==> src/rtl/axi_lite_fifo_master.sv <==
// AXI4-Lite master that moves one wide host word as N sequential single-beat
// register writes, or assembles one wide word from N sequential register reads.
module axi_lite_fifo_master #(
  parameter int AXI_ADDR_WIDTH = 8,
  parameter int AXI_DATA_WIDTH = 32,
  parameter int WORD_WIDTH     = 256,
  parameter int RD_BASE_ADDR   = WORD_WIDTH / AXI_DATA_WIDTH
) (
  input  logic                      i_axi_clk,
  input  logic                      i_axi_reset_n,
  output logic [AXI_ADDR_WIDTH-1:0] o_axi_awaddr,
  output logic                      o_axi_awvalid,
  input  logic                      i_axi_awready,
  output logic [AXI_DATA_WIDTH-1:0] o_axi_wdata,
  output logic [3:0]                o_axi_wstrb,
  output logic                      o_axi_wvalid,
  input  logic                      i_axi_wready,
  input  logic [1:0]                i_axi_bresp,
  input  logic                      i_axi_bvalid,
  output logic                      o_axi_bready,
  output logic [AXI_ADDR_WIDTH-1:0] o_axi_araddr,
  output logic                      o_axi_arvalid,
  input  logic                      i_axi_arready,
  input  logic [AXI_DATA_WIDTH-1:0] i_axi_rdata,
  input  logic [1:0]                i_axi_rresp,
  input  logic                      i_axi_rvalid,
  output logic                      o_axi_rready,
  input  logic                      i_wr_valid,
  input  logic [WORD_WIDTH-1:0]     i_wr_data,
  output logic                      o_wr_ready,
  input  logic                      i_rd_req,
  output logic                      o_rd_req_ready,
  output logic                      o_rd_valid,
  output logic [WORD_WIDTH-1:0]     o_rd_data,
  input  logic                      i_rd_ready,
  output logic                      o_busy,
  output logic                      o_err,
  input  logic                      i_err_clr
);

  localparam int N  = WORD_WIDTH / AXI_DATA_WIDTH;
  localparam int KW = (N > 1) ? $clog2(N) : 1;

  typedef enum logic [2:0] {IDLE, WR_ADDR, WR_RESP, RD_ADDR, RD_DATA, RD_OUT} state_t;

  state_t                    state_q;
  logic [KW-1:0]             k_q;
  logic [WORD_WIDTH-1:0]     wr_word_q;
  logic [WORD_WIDTH-1:0]     rd_word_q;
  logic [AXI_ADDR_WIDTH-1:0] awaddr_q, araddr_q;
  logic [AXI_DATA_WIDTH-1:0] wdata_q;
  logic awvalid_q, wvalid_q, bready_q, arvalid_q, rready_q;
  logic aw_done_q, w_done_q;
  logic wr_ready_q, rd_req_ready_q, rd_valid_q, err_q;

  logic [KW-1:0] k_nxt;
  logic last_beat, aw_hs, w_hs, aw_ok, w_ok, ar_hs;
  logic wr_start, rd_start, wr_beat_done, r_hs, err_set;

  assign k_nxt     = k_q + 1'b1;
  assign last_beat = (k_q == KW'(N - 1));
  assign aw_hs     = awvalid_q & i_axi_awready;
  assign w_hs      = wvalid_q & i_axi_wready;
  assign aw_ok     = aw_done_q | aw_hs;
  assign w_ok      = w_done_q | w_hs;
  assign ar_hs     = arvalid_q & i_axi_arready;
  assign wr_start  = (state_q == IDLE) & wr_ready_q & i_wr_valid;
  assign rd_start  = (state_q == IDLE) & rd_req_ready_q & i_rd_req & ~wr_start;
  // A B response is honoured in WR_ADDR once the last of AW/W completes in that same cycle.
  assign wr_beat_done = i_axi_bvalid & bready_q &
                        ((state_q == WR_RESP) | ((state_q == WR_ADDR) & aw_ok & w_ok));
  assign r_hs      = i_axi_rvalid & rready_q &
                     ((state_q == RD_DATA) | ((state_q == RD_ADDR) & ar_hs));
  assign err_set   = (wr_beat_done & (i_axi_bresp != 2'b00)) | (r_hs & (i_axi_rresp != 2'b00));

  always_ff @(posedge i_axi_clk or negedge i_axi_reset_n) begin
    if (!i_axi_reset_n) begin
      state_q        <= IDLE;
      k_q            <= '0;
      wr_word_q      <= '0;
      rd_word_q      <= '0;
      awaddr_q       <= '0;
      araddr_q       <= '0;
      wdata_q        <= '0;
      awvalid_q      <= 1'b0;
      wvalid_q       <= 1'b0;
      bready_q       <= 1'b0;
      arvalid_q      <= 1'b0;
      rready_q       <= 1'b0;
      aw_done_q      <= 1'b0;
      w_done_q       <= 1'b0;
      wr_ready_q     <= 1'b0;
      rd_req_ready_q <= 1'b0;
      rd_valid_q     <= 1'b0;
      err_q          <= 1'b0;
    end else begin
      if (err_set)        err_q <= 1'b1;
      else if (i_err_clr) err_q <= 1'b0;

      if (aw_hs) begin awvalid_q <= 1'b0; aw_done_q <= 1'b1; end
      if (w_hs)  begin wvalid_q  <= 1'b0; w_done_q  <= 1'b1; end
      if (ar_hs) arvalid_q <= 1'b0;

      unique case (state_q)
        IDLE: begin
          if (wr_start) begin
            state_q        <= WR_ADDR;
            k_q            <= '0;
            awaddr_q       <= '0;
            wdata_q        <= i_wr_data[WORD_WIDTH-1 -: AXI_DATA_WIDTH];
            wr_word_q      <= i_wr_data << AXI_DATA_WIDTH;
            awvalid_q      <= 1'b1;
            wvalid_q       <= 1'b1;
            aw_done_q      <= 1'b0;
            w_done_q       <= 1'b0;
            bready_q       <= 1'b1;
            wr_ready_q     <= 1'b0;
            rd_req_ready_q <= 1'b0;
          end else if (rd_start) begin
            state_q        <= RD_ADDR;
            k_q            <= '0;
            araddr_q       <= AXI_ADDR_WIDTH'(RD_BASE_ADDR);
            arvalid_q      <= 1'b1;
            rready_q       <= 1'b1;
            wr_ready_q     <= 1'b0;
            rd_req_ready_q <= 1'b0;
          end else begin
            wr_ready_q     <= 1'b1;
            rd_req_ready_q <= 1'b1;
          end
        end
        WR_ADDR, WR_RESP: begin
          if (wr_beat_done) begin
            if (last_beat) begin
              state_q        <= IDLE;
              bready_q       <= 1'b0;
              wr_ready_q     <= 1'b1;
              rd_req_ready_q <= 1'b1;
            end else begin
              // The word is kept pre-shifted so the next beat is always its top slice.
              state_q   <= WR_ADDR;
              k_q       <= k_nxt;
              awaddr_q  <= AXI_ADDR_WIDTH'(k_nxt);
              wdata_q   <= wr_word_q[WORD_WIDTH-1 -: AXI_DATA_WIDTH];
              wr_word_q <= wr_word_q << AXI_DATA_WIDTH;
              awvalid_q <= 1'b1;
              wvalid_q  <= 1'b1;
              aw_done_q <= 1'b0;
              w_done_q  <= 1'b0;
            end
          end else if ((state_q == WR_ADDR) && aw_ok && w_ok) begin
            state_q <= WR_RESP;
          end
        end
        RD_ADDR, RD_DATA: begin
          if (r_hs) begin
            // Shifting in from the bottom leaves beat 0 in the top slice after N beats.
            rd_word_q <= (rd_word_q << AXI_DATA_WIDTH) | WORD_WIDTH'(i_axi_rdata);
            if (last_beat) begin
              state_q    <= RD_OUT;
              rready_q   <= 1'b0;
              rd_valid_q <= 1'b1;
            end else begin
              state_q   <= RD_ADDR;
              k_q       <= k_nxt;
              araddr_q  <= AXI_ADDR_WIDTH'(RD_BASE_ADDR) + AXI_ADDR_WIDTH'(k_nxt);
              arvalid_q <= 1'b1;
            end
          end else if ((state_q == RD_ADDR) && ar_hs) begin
            state_q <= RD_DATA;
          end
        end
        RD_OUT: begin
          if (i_rd_ready) begin
            state_q        <= IDLE;
            rd_valid_q     <= 1'b0;
            wr_ready_q     <= 1'b1;
            rd_req_ready_q <= 1'b1;
          end
        end
        default: state_q <= IDLE;
      endcase
    end
  end

  assign o_axi_awaddr   = awaddr_q;
  assign o_axi_awvalid  = awvalid_q;
  assign o_axi_wdata    = wdata_q;
  assign o_axi_wstrb    = wvalid_q ? 4'hF : 4'h0;
  assign o_axi_wvalid   = wvalid_q;
  assign o_axi_bready   = bready_q;
  assign o_axi_araddr   = araddr_q;
  assign o_axi_arvalid  = arvalid_q;
  assign o_axi_rready   = rready_q;
  assign o_wr_ready     = wr_ready_q;
  assign o_rd_req_ready = rd_req_ready_q;
  assign o_rd_valid     = rd_valid_q;
  assign o_rd_data      = rd_word_q;
  assign o_busy         = (state_q != IDLE);
  assign o_err          = err_q;

endmodule

==> config.mk <==
export PLATFORM = sky130hd
export DESIGN_NAME = axi_lite_fifo_master
export DESIGN_NICKNAME = d
export VERILOG_FILES = /design/src/rtl/axi_lite_fifo_master.sv
export SDC_FILE = /design/constraint.sdc
export NUM_CORES = 1
export LEC_CHECK = 0
export CELL_PAD_IN_SITES_DETAIL_PLACEMENT = 1
export CELL_PAD_IN_SITES_GLOBAL_PLACEMENT = 2
export CORE_ASPECT_RATIO = 0.9
export CORE_MARGIN = 5
export CORE_UTILIZATION = 33
export CTS_CLUSTER_SIZE = 14
export DETAILED_ROUTE_END_ITERATION = 8
export PLACE_DENSITY = 0.84
export SYNTH_ARGS = -nofsm -noshare
export SYNTH_HDL_FRONTEND = slang
export SYNTH_SLANG_ARGS = --single-unit
==> constraint.sdc <==
create_clock -name i_axi_clk -period 2.7 [get_ports i_axi_clk]
set_input_delay 0.54 -clock i_axi_clk [delete_from_list [all_inputs] [get_ports i_axi_clk]]
set_output_delay 0.54 -clock i_axi_clk [all_outputs]
set_load 0.02 [all_outputs]
; Word level (Yosys, flattened, before mapping)
; Index checks and enable logic that the tools add are counted.
[totals]
output_inout_bits = 318
elab_cells = 164
ff_bits = 576
inputBits = 303
[op_classes]
bitwise_logic = 23
n_reduce_logical = 24
mux = 79
n_eq_ne = 19
n_addsub = 2
[ops]
columns = cell, count
row1 = two-way mux 256 bit, 3
row2 = one-hot mux 256 bit (2 select lines), 1
row3 = bitwise OR 256 x 32 -> 256 bit, 1
row4 = two-way mux 32 bit, 3
row5 = one-hot mux 32 bit (2 select lines), 1
row6 = two-way mux 8 bit, 7
row7 = two-way mux 3 bit, 13
row8 = two-way mux 1 bit, 37
row9 = one-hot mux 8 bit (2 select lines), 2
row10 = AND reduction 4 bit, 6
row11 = != test 2 bit (second input constant), 10
row12 = bitwise AND 1 bit, 16
row13 = one-hot mux 1 bit (2 select lines), 8
row14 = one-hot mux 3 bit (4 select lines), 1
row15 = nonzero test 2 bit, 6
row16 = AND reduction 5 bit, 2
row17 = equality test 3 bit (second input constant), 3
row18 = != test 3 bit (second input constant), 3
row19 = one-hot mux 3 bit (3 select lines), 1
row20 = nonzero test 3 bit, 3
row21 = equality test 3 x 2 -> 1 bit (second input constant), 2
row22 = adder 4 x 3 -> 5 bit (first input constant), 1
row23 = bitwise OR 1 bit, 5
row24 = two-way mux 4 bit, 1
row25 = other kinds (8), 11

; Depth between registers and ports, before layout
; Gate-level depths: netlist of run 1.
[depth]
ltp_word = 9
depth_mapped = 8
depth_no_buf = 6

; Worst setup path after synthesis of run 1
; Ideal clock, no wire load.
[synth_path]
path_kind = register -> register
start = reg k_q[0]
end = reg wdata_q[0], in the netlist o_axi_wdata[0]
n_path_buf = 2
arrival_time_ns = 2.240
setup_slack_ns = 0.335
period_less_slack_ns = 2.365
path_stages_with_launch = 9
required_ns = 2.575
path_cell_list = dfrtp_1 ha_1 ha_1 and4bb_2 a32oi_1 o2bb2ai_1 buf_2 buf_2 mux2_2
[synth_via]
elab_chain_len = 3
[synth_rtl]
columns = item, line
row1 = start: declaration, 47  ; logic [KW-1:0] k_q;
row2 = start signal: assignment, 142  ; k_q <= k_nxt;
row3 = start signal: assignment, 165  ; k_q <= k_nxt;
row4 = equality test 3 bit, 61  ; assign last_beat = (k_q == KW'(N - 1));
row5 = != test 2 bit (no source line), -
row6 = AND reduction 4 bit (no source line), -
row7 = end signal: assignment, 110  ; wdata_q <= i_wr_data[WORD_WIDTH-1 -: AXI_DATA_WIDTH];
row8 = end signal: assignment, 144  ; wdata_q <= wr_word_q[WORD_WIDTH-1 -: AXI_DATA_WIDTH];
row9 = end: declaration, 51  ; logic [AXI_DATA_WIDTH-1:0] wdata_q;
; Every way passes these cells.
; A chain may end at the register's enable or synchronous reset.

; Final worst setup path of run 1
[layout_path]
start = reg state_q[0]
end = out o_busy
[layout_via]
elab_chain_len = 1
[layout_rtl]
columns = item, line
row1 = start: declaration, 46  ; state_t state_q;
row2 = start signal: assignment, 78  ; state_q <= IDLE;
row3 = start signal: assignment, 107  ; state_q <= WR_ADDR;
row4 = start signal: assignment, 120  ; state_q <= RD_ADDR;
row5 = nonzero test 3 bit, 199  ; assign o_busy = (state_q != IDLE);
row6 = end: declaration, 36  ; output logic o_busy,
; Every way passes these cells.

==> results of run 1 <==
worst paths after layout:
check | cells after the start | slack (ns) | startpoint | to
worst min register to register | 2 | 0.49 | o_rd_valid | o_rd_valid
worst max-delay path | 4 | 0.18 | state_q[0] | o_busy
worst min-delay path | 3 | 0.46 | i_wr_data[1] | wr_word_q[33]
worst max register to register | 9 | 0.22 | k_q[0] | wr_word_q[41]
max in group asynchronous | 3 | 1.39 | i_axi_reset_n | wr_word_q[59]
min in group asynchronous | 2 | 0.51 | i_axi_reset_n | wr_word_q[51]
registers in the layout (all words and copies together) (netlist names), 3 cells and up:
register,flops
state_q,3
o_axi_awaddr,3
o_axi_araddr,4
o_axi_wdata,32
k_q,3
wr_word_q,224
o_rd_data,256
critical path, stage by stage (launching register included):
cell and delay [ns]:
dfrtp_1 0.39, buf_4 0.21, nor3_1 0.26, inv_1 0.17, dlygate4sd2_1 0.36
layout make-up:
type                       instances  area [um^2]
multi-input combinational        883         9130
fill                            7019        37200
tap                              940         1180
sequential                       535        13400
clock inverter                    21          293
timing repair buffer             680         7030
inverter                          45          169
clock buffer                      81         1670
antenna                           12         30.0
per-stage QoR:
step | util (%) | std cells | setup WS [ns] | cell area [um^2]
6_report | 46.9 | 3197 | 0.175 | 32900
5_1_grt | 46.9 | 3188 | 0.0444 | 32900
4_1_cts | 46.9 | 3185 | 0.151 | 32900
3_5_place_dp | 44.1 | 3082 | 0.0732 | 30900
3_3_place_gp | 44.1 | 3082 | 0.0865 | 30900
2_1_floorplan | - | 1567 | 0.335 | 23400
cells in the mapped netlist, types with 2 or more instances:
| cell | n |
|---|---|
| a21oi_1 | 5 |
| a22o_1 | 4 |
| a2bb2oi_1 | 2 |
| a32oi_1 | 2 |
| and2_1 | 3 |
| and3b_1 | 2 |
| buf_1 | 2 |
| buf_2 | 57 |
| buf_4 | 15 |
| buf_6 | 24 |
| clkbuf_1 | 6 |
| dfrtp_1 | 535 |
| ha_1 | 2 |
| inv_1 | 45 |
| mux2_1 | 365 |
| mux2_2 | 339 |
| mux2i_1 | 37 |
| nand2_1 | 44 |
| nand2b_1 | 4 |
| nand3_1 | 3 |
| nand3b_1 | 3 |
| nand4_1 | 2 |
| nor2_1 | 10 |
| nor3_1 | 4 |
| o211ai_1 | 3 |
| o21ai_0 | 10 |
| o221ai_1 | 2 |
| o22ai_1 | 5 |
| o2bb2ai_1 | 2 |
| o31ai_1 | 3 |
| or3_1 | 3 |
what timing repair did:
action / CTS / global route
gates resized for setup: 2 / 0
hold endpoints to repair: 38 / 0
hold buffers: 1 / 0
endpoints found under the setup margin: 1 / 0
routing by layer:
layer,part of all wire [%],global-route usage (%),vias up
li1,-,-,6812
met5,0.14,0,-
met3,9.2,7.79,117
met1,38,22.2,7808
met2,50,33.4,488
met4,2.7,5.58,18
power breakdown:
group / total [mW] / internal, mW / switching [mW]
clock: 8.16 / 4.78 / 3.38
combinational: 0.722 / 0.425 / 0.297
sequential: 8.02 / 8.02 / 0.000790
total: 16.9 / 13.2 / 3.67
logic make-up after synthesis:
| family | synth area share, % |
|---|---|
| compound gates | 1.39 |
| fa+ha+maj | 0.150 |
| buf+inv | 3.72 |
| flops | 57.4 |
| mux | 35.6 |
| other cells | 0.0161 |
| simple gates | 1.74 |
==> summary.md, run 1 <==
| Metric | Value |
|---|---|
| Status | complete, no violations |
| Cells after Synth | 1559 |
| CORE AREA | between 70000 and 80000 um^2 |
| Crit-path max FO | 20 |
| Routed Antenna Nets | 0 |
| # nets final | 2508 |
| Largest net degree at the start of global routing | 79 |
| Crit path launch type | register |
| Clock Path Buffers | 3 |
| WHS | 0.462 ns |
| Max H-tree Level | 2 |
| Unrepaired setup endpoints after global routing | false |
| Overall power | 16.9 mW |
| CTS clock-pin slew for the worst setup and hold paths | 0.06 ns |
| Power per cell area | 514 nW/um^2 |
| Commonest cells after routing, fill and taps aside | clkdlybuf4s50_1, dfrtp_1, mux2_1 |
| First-pass DRT Iterations | 4 |
| Total CTS buffers | 58 |
| Setup TNS Final | 0 ns |
| Critical path arrival | about 2.0 ns |
| CP Capture Type | primary output |
| DR vias | 15200 |
| Leading cell type in the layout, fill and taps excluded | clkdlybuf4s50_1 |
| Post-synthesis sequential area ratio | between 50% and 60% |
| Actual slew at the worst max-slew pin | 0.579 ns |
| Post-synth EDFFs | 0 |
| Synth Cell Area | between 20000 and 25000 um^2 |
| Final number of setup-violating endpoints | 0 |
| Worst path required time | 2.16 ns |
| CTS tree | done |
| Fmax | 396 MHz |
| Worst-skew pair later-pin latency | 0.64 ns |
| Count of different cell masters after synthesis | 47 |
| Share of layout cells above drive strength 1 | 22.6% |
| Die width | 290 um |
| Clk root buf | clkbuf_16 |
| Clock Skews | 0.0620 ns |
| #FFs+latches synth | 535 |
| Routed wire per std cell | 23.7 um |
| Fin. max-slew vios | 0 |
| Fin crit share | 93.5% |
| Max Cap Viol | 0 |
| Dominant cell type by area after synthesis | dfrtp_1 |
| Initial Utilization | 33.3% |
| # rows | 92 |
| DP Wirelength | 57300 um |
| Post-CTS Setup Bufs | 0 |
| Ports | 621 |
| Initial antenna violation count | 24 |
| Synth top area share | 57.4% |
| Gr usage total | between 10% and 20% |
| Die H | 262 um |
| Setup CP Type | reg -> out |
| Hold Path Class | in -> reg |
| FFs w/ async S/R, synth | 100% |
| First-pass GRT wire length | 115000 um |
| Final Hold Viols | 0 |
| Leading post-synthesis cells by cell area | dfrtp_1, mux2_1, mux2_2, mux2i_1, buf_2 |
| Area Growth Syn to Fin | 41.0% |
| Slew HR | 60.9% |
| Via density | 4.77 |
| Area of the die | 76100 um^2 |
| Vias in the first global route | 17600 |
| Post-route DRC | 0 |
| DRT Wirelength | 75700 um |
| Port-buffer cells | 611 |
| Yosys warns | 0 |
| CTS Sinks | roughly 540 |
| Worst IR Drop VDD | 0.604 mV |
| Gpl congestion | 0.835 |
| GRT Residual Overflow | 0 |
| Synth Flop Type | dfrtp_1 |
| Starting DRC count in detailed routing | 594 |
| Minimum clock period | 2.52 ns |
| Syn Area/Cell | 15.0 um^2 |
| Leakage | between 15 and 20 nW |
Note: power is estimated with default switching activity, not from simulation.
==> run 2: changes to the inputs <==
- PLACE_DENSITY: 0.84 -> not set
- PLACE_DENSITY_LB_ADDON: not set -> 0.1
==> run 2 against run 1 <==
Register-to-register slack worse by 0.04 ns. Total power decreased by 1.7%. Clock skew fell by 0.041 ns. Flip-flop and latch count unchanged. First-iteration DRC count grew 1.0%. Largest cell class unchanged. Cell count rose by 0.41%. Sequential share of layout area about the same. Non-clock buffer count grew 8.
==> summary.md, run 2 (synthesis results as in run 1) <==
| Metric | Value |
|---|---|
| Total CTS buffers | 58 (unchanged) |
| Max H-tree Level | 2 (unchanged) |
| Post-route DRC | 0 (unchanged) |
| First-pass DRT Iterations | 4 (unchanged) |
| Final cell count without fillers | 3210 (+0.41%) |
| Final worst setup slack | 0.176 ns (+0.00105 ns) |
| Final Core Density | 46.9% (about the same) |
| Crit path launch | k_q[0] |
| # nets final | 2516 (+0.32%) |
| Status | complete, no violations |
| Setup CP Type | reg -> reg |
| Hold Path Class | in -> async |
| Ports | 621 (unchanged) |
| Final Hold Viols | 0 (unchanged) |
| Setup TNS Final | 0 ns (unchanged) |
| First-pass GRT wire length | 113000 um (-1.9%) |
| Leading cell type in the layout, fill and taps excluded | clkdlybuf4s50_1 |
| Die width | 290 um (unchanged) |
| Slew HR | 56.9% (-4.0 points) |
| Fin area | 32900 um^2 (about the same) |
| Max Cap Viol | 0 (unchanged) |
| Via density | 4.71 (-1.3%) |
| Power per cell area | 505 nW/um^2 (-1.7%) |
| Clock Path Buffers | 3 (unchanged) |
| Fin crit share | 93.5% (about the same) |
| Clk root buf | clkbuf_16 |
| WHS | 0.460 ns (-0.00208 ns) |
| Max reg flops | 256 (unchanged) |
| DR vias | 15100 (-0.87%) |
| Area of the die | 76100 um^2 (unchanged) |
| DP Wirelength | 56800 um (-0.93%) |
| Starting DRC count in detailed routing | 600 (+1.0%) |
| CTS Sinks | 535 (unchanged) |
| Crit path launch type | register |
| CP Capture Type | register |
| Initial Utilization | 33.3% (unchanged) |
| GRT Residual Overflow | 0 (unchanged) |
| Die H | 262 um (unchanged) |
| Unrepaired setup endpoints after global routing | false |
| Largest net degree at the start of global routing | 85 (+7.6%) |
| Port-buffer cells | 611 (unchanged) |
| Fin. max-slew vios | 0 (unchanged) |
| CORE AREA | 70100 um^2 (unchanged) |
| Critical path arrival | 3.01 ns (+1.03 ns) |
| Worst path required time | 3.19 ns (+1.03 ns) |
| CTS tree | done |
| CTS clock-pin slew for the worst setup and hold paths | 0.06 ns (about the same) |
| Area Growth Syn to Fin | 41.0% (about the same) |
| DRT Wirelength | 74500 um (-1.6%) |
| Clock Skews | 0.0206 ns (-0.0415 ns) |
| Commonest cells after routing, fill and taps aside | clkdlybuf4s50_1, dfrtp_1, mux2_1 |
| Final number of setup-violating endpoints | 0 (unchanged) |
| Leakage | 15.8 nW (about the same) |
| Dpl cells | 3090 (+0.26%) |
| Gr usage total | 19.1% (-0.26 points) |
| Gpl congestion | 0.791 (-5.4%) |
| Actual slew at the worst max-slew pin | 0.646 ns (+0.0674 ns) |
| Worst IR Drop VDD | 0.534 mV (-12%) |
| Place WS | 0.0482 ns (-0.0251 ns) |
| Worst-skew pair later-pin latency | 0.62 ns (-0.02 ns) |
| Crit-path max FO | 21 (+5.0%) |
| Minimum clock period | 2.52 ns (-0.00105 ns) |
| Worst r2r src | k_q[0] |
| Fmax | 396 MHz (about the same) |
| Cell Area, Placed | 31000 um^2 (+0.23%) |
| Vias in the first global route | 17300 (-2.0%) |
| Routed wire per std cell | 23.2 um (-2.0%) |
| # rows | 92 (unchanged) |
| Overall power | 16.6 mW (-1.7%) |
| Initial antenna violation count | 24 (unchanged) |
| Routed Antenna Nets | 0 (unchanged) |
| Share of layout cells above drive strength 1 | 22.5% (-0.090 points) |
[run 2: area by class of cell]
| type | count | area, um^2 |
|---|---|---|
| Tap cell | 940 | 1180 |
| Multi-Input combinational cell | 883 | 9130 |
| Fill cell | 6983 | 37200 |
| Timing Repair Buffer | 688 | 7100 |
| Sequential cell | 535 | 13400 |
| Clock inverter | 9 | 121 |
| Antenna cell | 16 | 40.0 |
| Inverter | 45 | 169 |
| Clock buffer | 94 | 1750 |
[run 2: repair_timing]
item | CTS | global route
hold buffers | 1 | 0
hold endpoints to repair | 37 | 0
setup endpoints to repair | 1 | 0
gates resized for setup | 3 | 0
buffers inserted | 0 | 0
[run 2: report_power, final]
group	total, mW	internal, mW	switching [mW]
clock	7.88	4.58	3.30
combinational	0.705	0.418	0.286
sequential	8.02	8.02	0.00141
total	16.6	13.0	3.59
[run 2: per-layer routing]
| layer | up-vias | global-route usage, % | wire length, um |
|---|---|---|---|
| met3 | 111 | 7.43 | 6170 |
| met4 | 20 | 5.17 | 1620 |
| met1 | 7774 | 21.6 | 27900 |
| met5 | - | 0 | 136 |
| li1 | 6832 | - | - |
| met2 | 374 | 33.7 | 38700 |
[run 2: critical path, cell delays in order, from the launching register on]
cell and delay, ns:
dfrtp_1 0.40, ha_1 0.21, ha_1 0.24, and4bb_2 0.33, a32oi_1 0.11, o2bb2ai_4 0.35, buf_12 0.21, buf_12 0.19
mux2_2 0.36
[run 2: path summary, 6_finish.rpt]
path | end | slack (ns) | depth (start not counted)
min reg2reg | o_axi_araddr[3] | 0.47 | 1
max reg2reg | o_axi_wdata[17] | 0.18 | 8
min | o_rd_data[62] | 0.46 | 2
max in group asynchronous | wr_word_q[99] | 1.33 | 3
min in group i_axi_clk | o_axi_araddr[3] | 0.47 | 1
max | o_axi_wdata[17] | 0.18 | 8
==> run 3: changes to the inputs <==
- CELL_PAD_IN_SITES_DETAIL_PLACEMENT: 1 -> not set
- CELL_PAD_IN_SITES_GLOBAL_PLACEMENT: 2 -> not set
- CORE_AREA: not set -> 5 5 238 240
- CORE_ASPECT_RATIO: 0.9 -> not set
- CORE_MARGIN: 5 -> not set
- CORE_UTILIZATION: 33 -> not set
- DIE_AREA: not set -> 0 0 243 245
- GPL_ROUTABILITY_DRIVEN: not set -> 0
- PLACE_DENSITY: not set -> 0.72
- PLACE_DENSITY_LB_ADDON: 0.1 -> not set
==> run 3 against run 2 <==
Largest power group unchanged. Register-to-register slack got worse by 0.03 ns. Clock-buffer cell count decreased by 9. Final area decreased by 1.5%. Sequential share of layout area increased by 0.62 points. Die area decreased by 22%. Hold slack got worse by 0.069 ns. Clock power decreased by 0.6%.
==> summary.md, run 3 (synthesis results as in run 1) <==
| Metric | Value |
|---|---|
| Place WS | -0.0132 ns (-0.0613 ns) |
| Initial antenna violation count | 11 (-54%) |
| CTS Sinks | 535 (unchanged) |
| Worst path required time | 2.16 ns (-1.03 ns) |
| Vias in the first global route | 16700 (-3.3%) |
| Critical path arrival | 2.04 ns (-0.97 ns) |
| # rows | 86 (-6.5%) |
| CP Capture Type | primary output |
| First-pass GRT wire length | 107000 um (-5.6%) |
| First-pass DRT Iterations | 4 (unchanged) |
| GRT Residual Overflow | 0 (unchanged) |
| Max H-tree Level | 2 (unchanged) |
| # nets final | 2507 (-0.36%) |
| Max reg flops | 256 (unchanged) |
| Post-CTS Setup Bufs | 0 (unchanged) |
| Port-buffer cells | 611 (unchanged) |
| CP max stage delay | 0.49 ns (+0.09 ns) |
| Area of the die | 59500 um^2 (-22%) |
| Unrepaired setup endpoints after global routing | false |
| CP cell instances | buf_4, nor3_1, inv_1, dlygate4sd2_1 |
| DP Wirelength | 53700 um (-5.5%) |
| Status | complete, no violations |
| Slew HR | 54.3% (-2.6 points) |
| CTS tree | done |
| Fmax | 388 MHz (-2.0%) |
| Routed Antenna Nets | 0 (unchanged) |
| Crit-path max FO | 11 (-48%) |
| Slowest CP cell | dfrtp_1 |
| Actual slew at the worst max-slew pin | 0.685 ns (+0.0383 ns) |
| Final number of setup-violating endpoints | 0 (unchanged) |
| Max Cap Viol | 0 (unchanged) |
| Area Growth Syn to Fin | 38.8% |
| Number of fill cells in the layout | 4318 (-38%) |
| Leakage | 15.7 nW (-0.47%) |
| Die H | 245 um (-6.6%) |
| Setup CP Type | reg -> out |
| Clock Skews | 0.0271 ns (+0.00657 ns) |
| Final Hold Viols | 0 (unchanged) |
| Largest net degree at the start of global routing | 93 (+9.4%) |
| Gr usage total | 23.1% (+4.0 points) |
| Final cell count without fillers | 2954 (-8.0%) |
| Minimum clock period | 2.58 ns (+0.0527 ns) |
| Top delay family on crit path | buffers and inverters |
| Power per cell area | 512 nW/um^2 (+1.3%) |
| Clock Path Buffers | 3 (unchanged) |
| Overall power | 16.6 mW (-0.29%) |
| CORE AREA | 54400 um^2 (-22%) |
| Leading cell type in the layout, fill and taps excluded | clkdlybuf4s50_1 |
| Clk root buf | clkbuf_16 |
| CP bufs+invs | 3 (+1) |
| Routed wire per std cell | 23.6 um (+1.6%) |
| Share of layout cells above drive strength 1 | 22.3% (-0.21 points) |
| Initial Utilization | 42.8% (+9.6 points) |
| Die width | 243 um (-16%) |
| CTS clock-pin slew for the worst setup and hold paths | 0.06 ns (about the same) |
| Via density | 5.09 (+8.1%) |
| Crit path launch type | register |
| Post-route DRC | 0 (unchanged) |
| Worst-skew pair later-pin latency | 0.61 ns (about the same) |
| Worst IR Drop VDD | 0.501 mV (-6.2%) |
| Dpl cells | 2847 (-7.9%) |
| DR vias | 15000 (-0.54%) |
| Fin crit share | 95.4% (+2.0 points) |
| Fin. max-slew vios | 0 (unchanged) |
| Starting DRC count in detailed routing | 631 (+5.2%) |
| Final worst setup slack | 0.123 ns (-0.0527 ns) |
| Hold Path Class | in -> async |
| DRT Wirelength | 69700 um (-6.5%) |
| Commonest cells after routing, fill and taps aside | clkdlybuf4s50_1, dfrtp_1, mux2_1 |
| Ports | 621 (unchanged) |
| Total CTS buffers | 56 (-3.4%) |
==> run 3: cell types whose count changed in the layout (fill, tap and decap cells not counted), moves of 2 or more <==
cell	before	now
dfrtp_1	533	535
clkbuf_1	20	15
dfrtp_2	2	0
clkinv_4	0	2
bufinv_16	2	4
buf_4	44	48
diode_2	16	6
clkbuf_8	16	14
clkbuf_16	58	56
buf_12	32	21
==> run 3: worst paths after layout <==
kind	start	end	slack, ns	cells past startpoint
worst max-delay path	state_q[0]	o_busy	0.12	4
worst min-delay path	i_axi_reset_n	o_axi_wdata[20]	0.39	2
worst max register to register	state_q[0]	wr_word_q[66]	0.15	6
worst min register to register	o_rd_data[246]	o_rd_data[246]	0.49	1
max in group asynchronous	i_axi_reset_n	w_done_q	1.47	3
min in group i_axi_clk	i_wr_data[6]	wr_word_q[38]	0.49	3
==> run 3: repair_timing <==
action / CTS / global route
endpoints found under the setup margin: 1 / 0
hold endpoints to repair: 25 / 0
gates resized for setup: 1 / 0
hold buffers: 1 / 0
==> run 3: layout make-up <==
| type | instances | area [um^2] | share of cell area [%] |
|---|---|---|---|
| diodes | 6 | 15.0 | 0.0464 |
| clock buffers | 85 | 1650 | 5.10 |
| clock inverters | 15 | 230 | 0.711 |
| inverters | 45 | 169 | 0.522 |
| multi-input cells | 883 | 9130 | 28.2 |
| flip-flops and latches | 535 | 13400 | 41.3 |
| well taps | 704 | 881 | 2.72 |
| repair buffers | 681 | 6910 | 21.3 |
==> run 3: routing by layer <==
layer	routed length (um)	global-route usage, %
met5	56	0
met4	1340	4.89
met3	5650	8.21
met2	35000	40.0
met1	27600	27.9
==> run 3: metrics by stage <==
stage               utilization, %  hold WS [ns]  instance area (um^2)  TNS [ns]
floorplan                        -         0.244                 23400         0
global placement              56.0         0.429                 30500         0
detailed placement            56.0         0.427                 30500   -0.0132
CTS                           59.4         0.359                 32400         0
global route                  59.5         0.394                 32400         0
finish                        59.5         0.390                 32400         0
==> run 3: power by group <==
group          switching (mW)  leakage, nW  internal (mW)
Clock                    3.24        0.922           4.60
Sequential           0.000674         7.27           8.02
Combinational           0.277         7.53          0.429
Total                    3.51         15.7           13.0
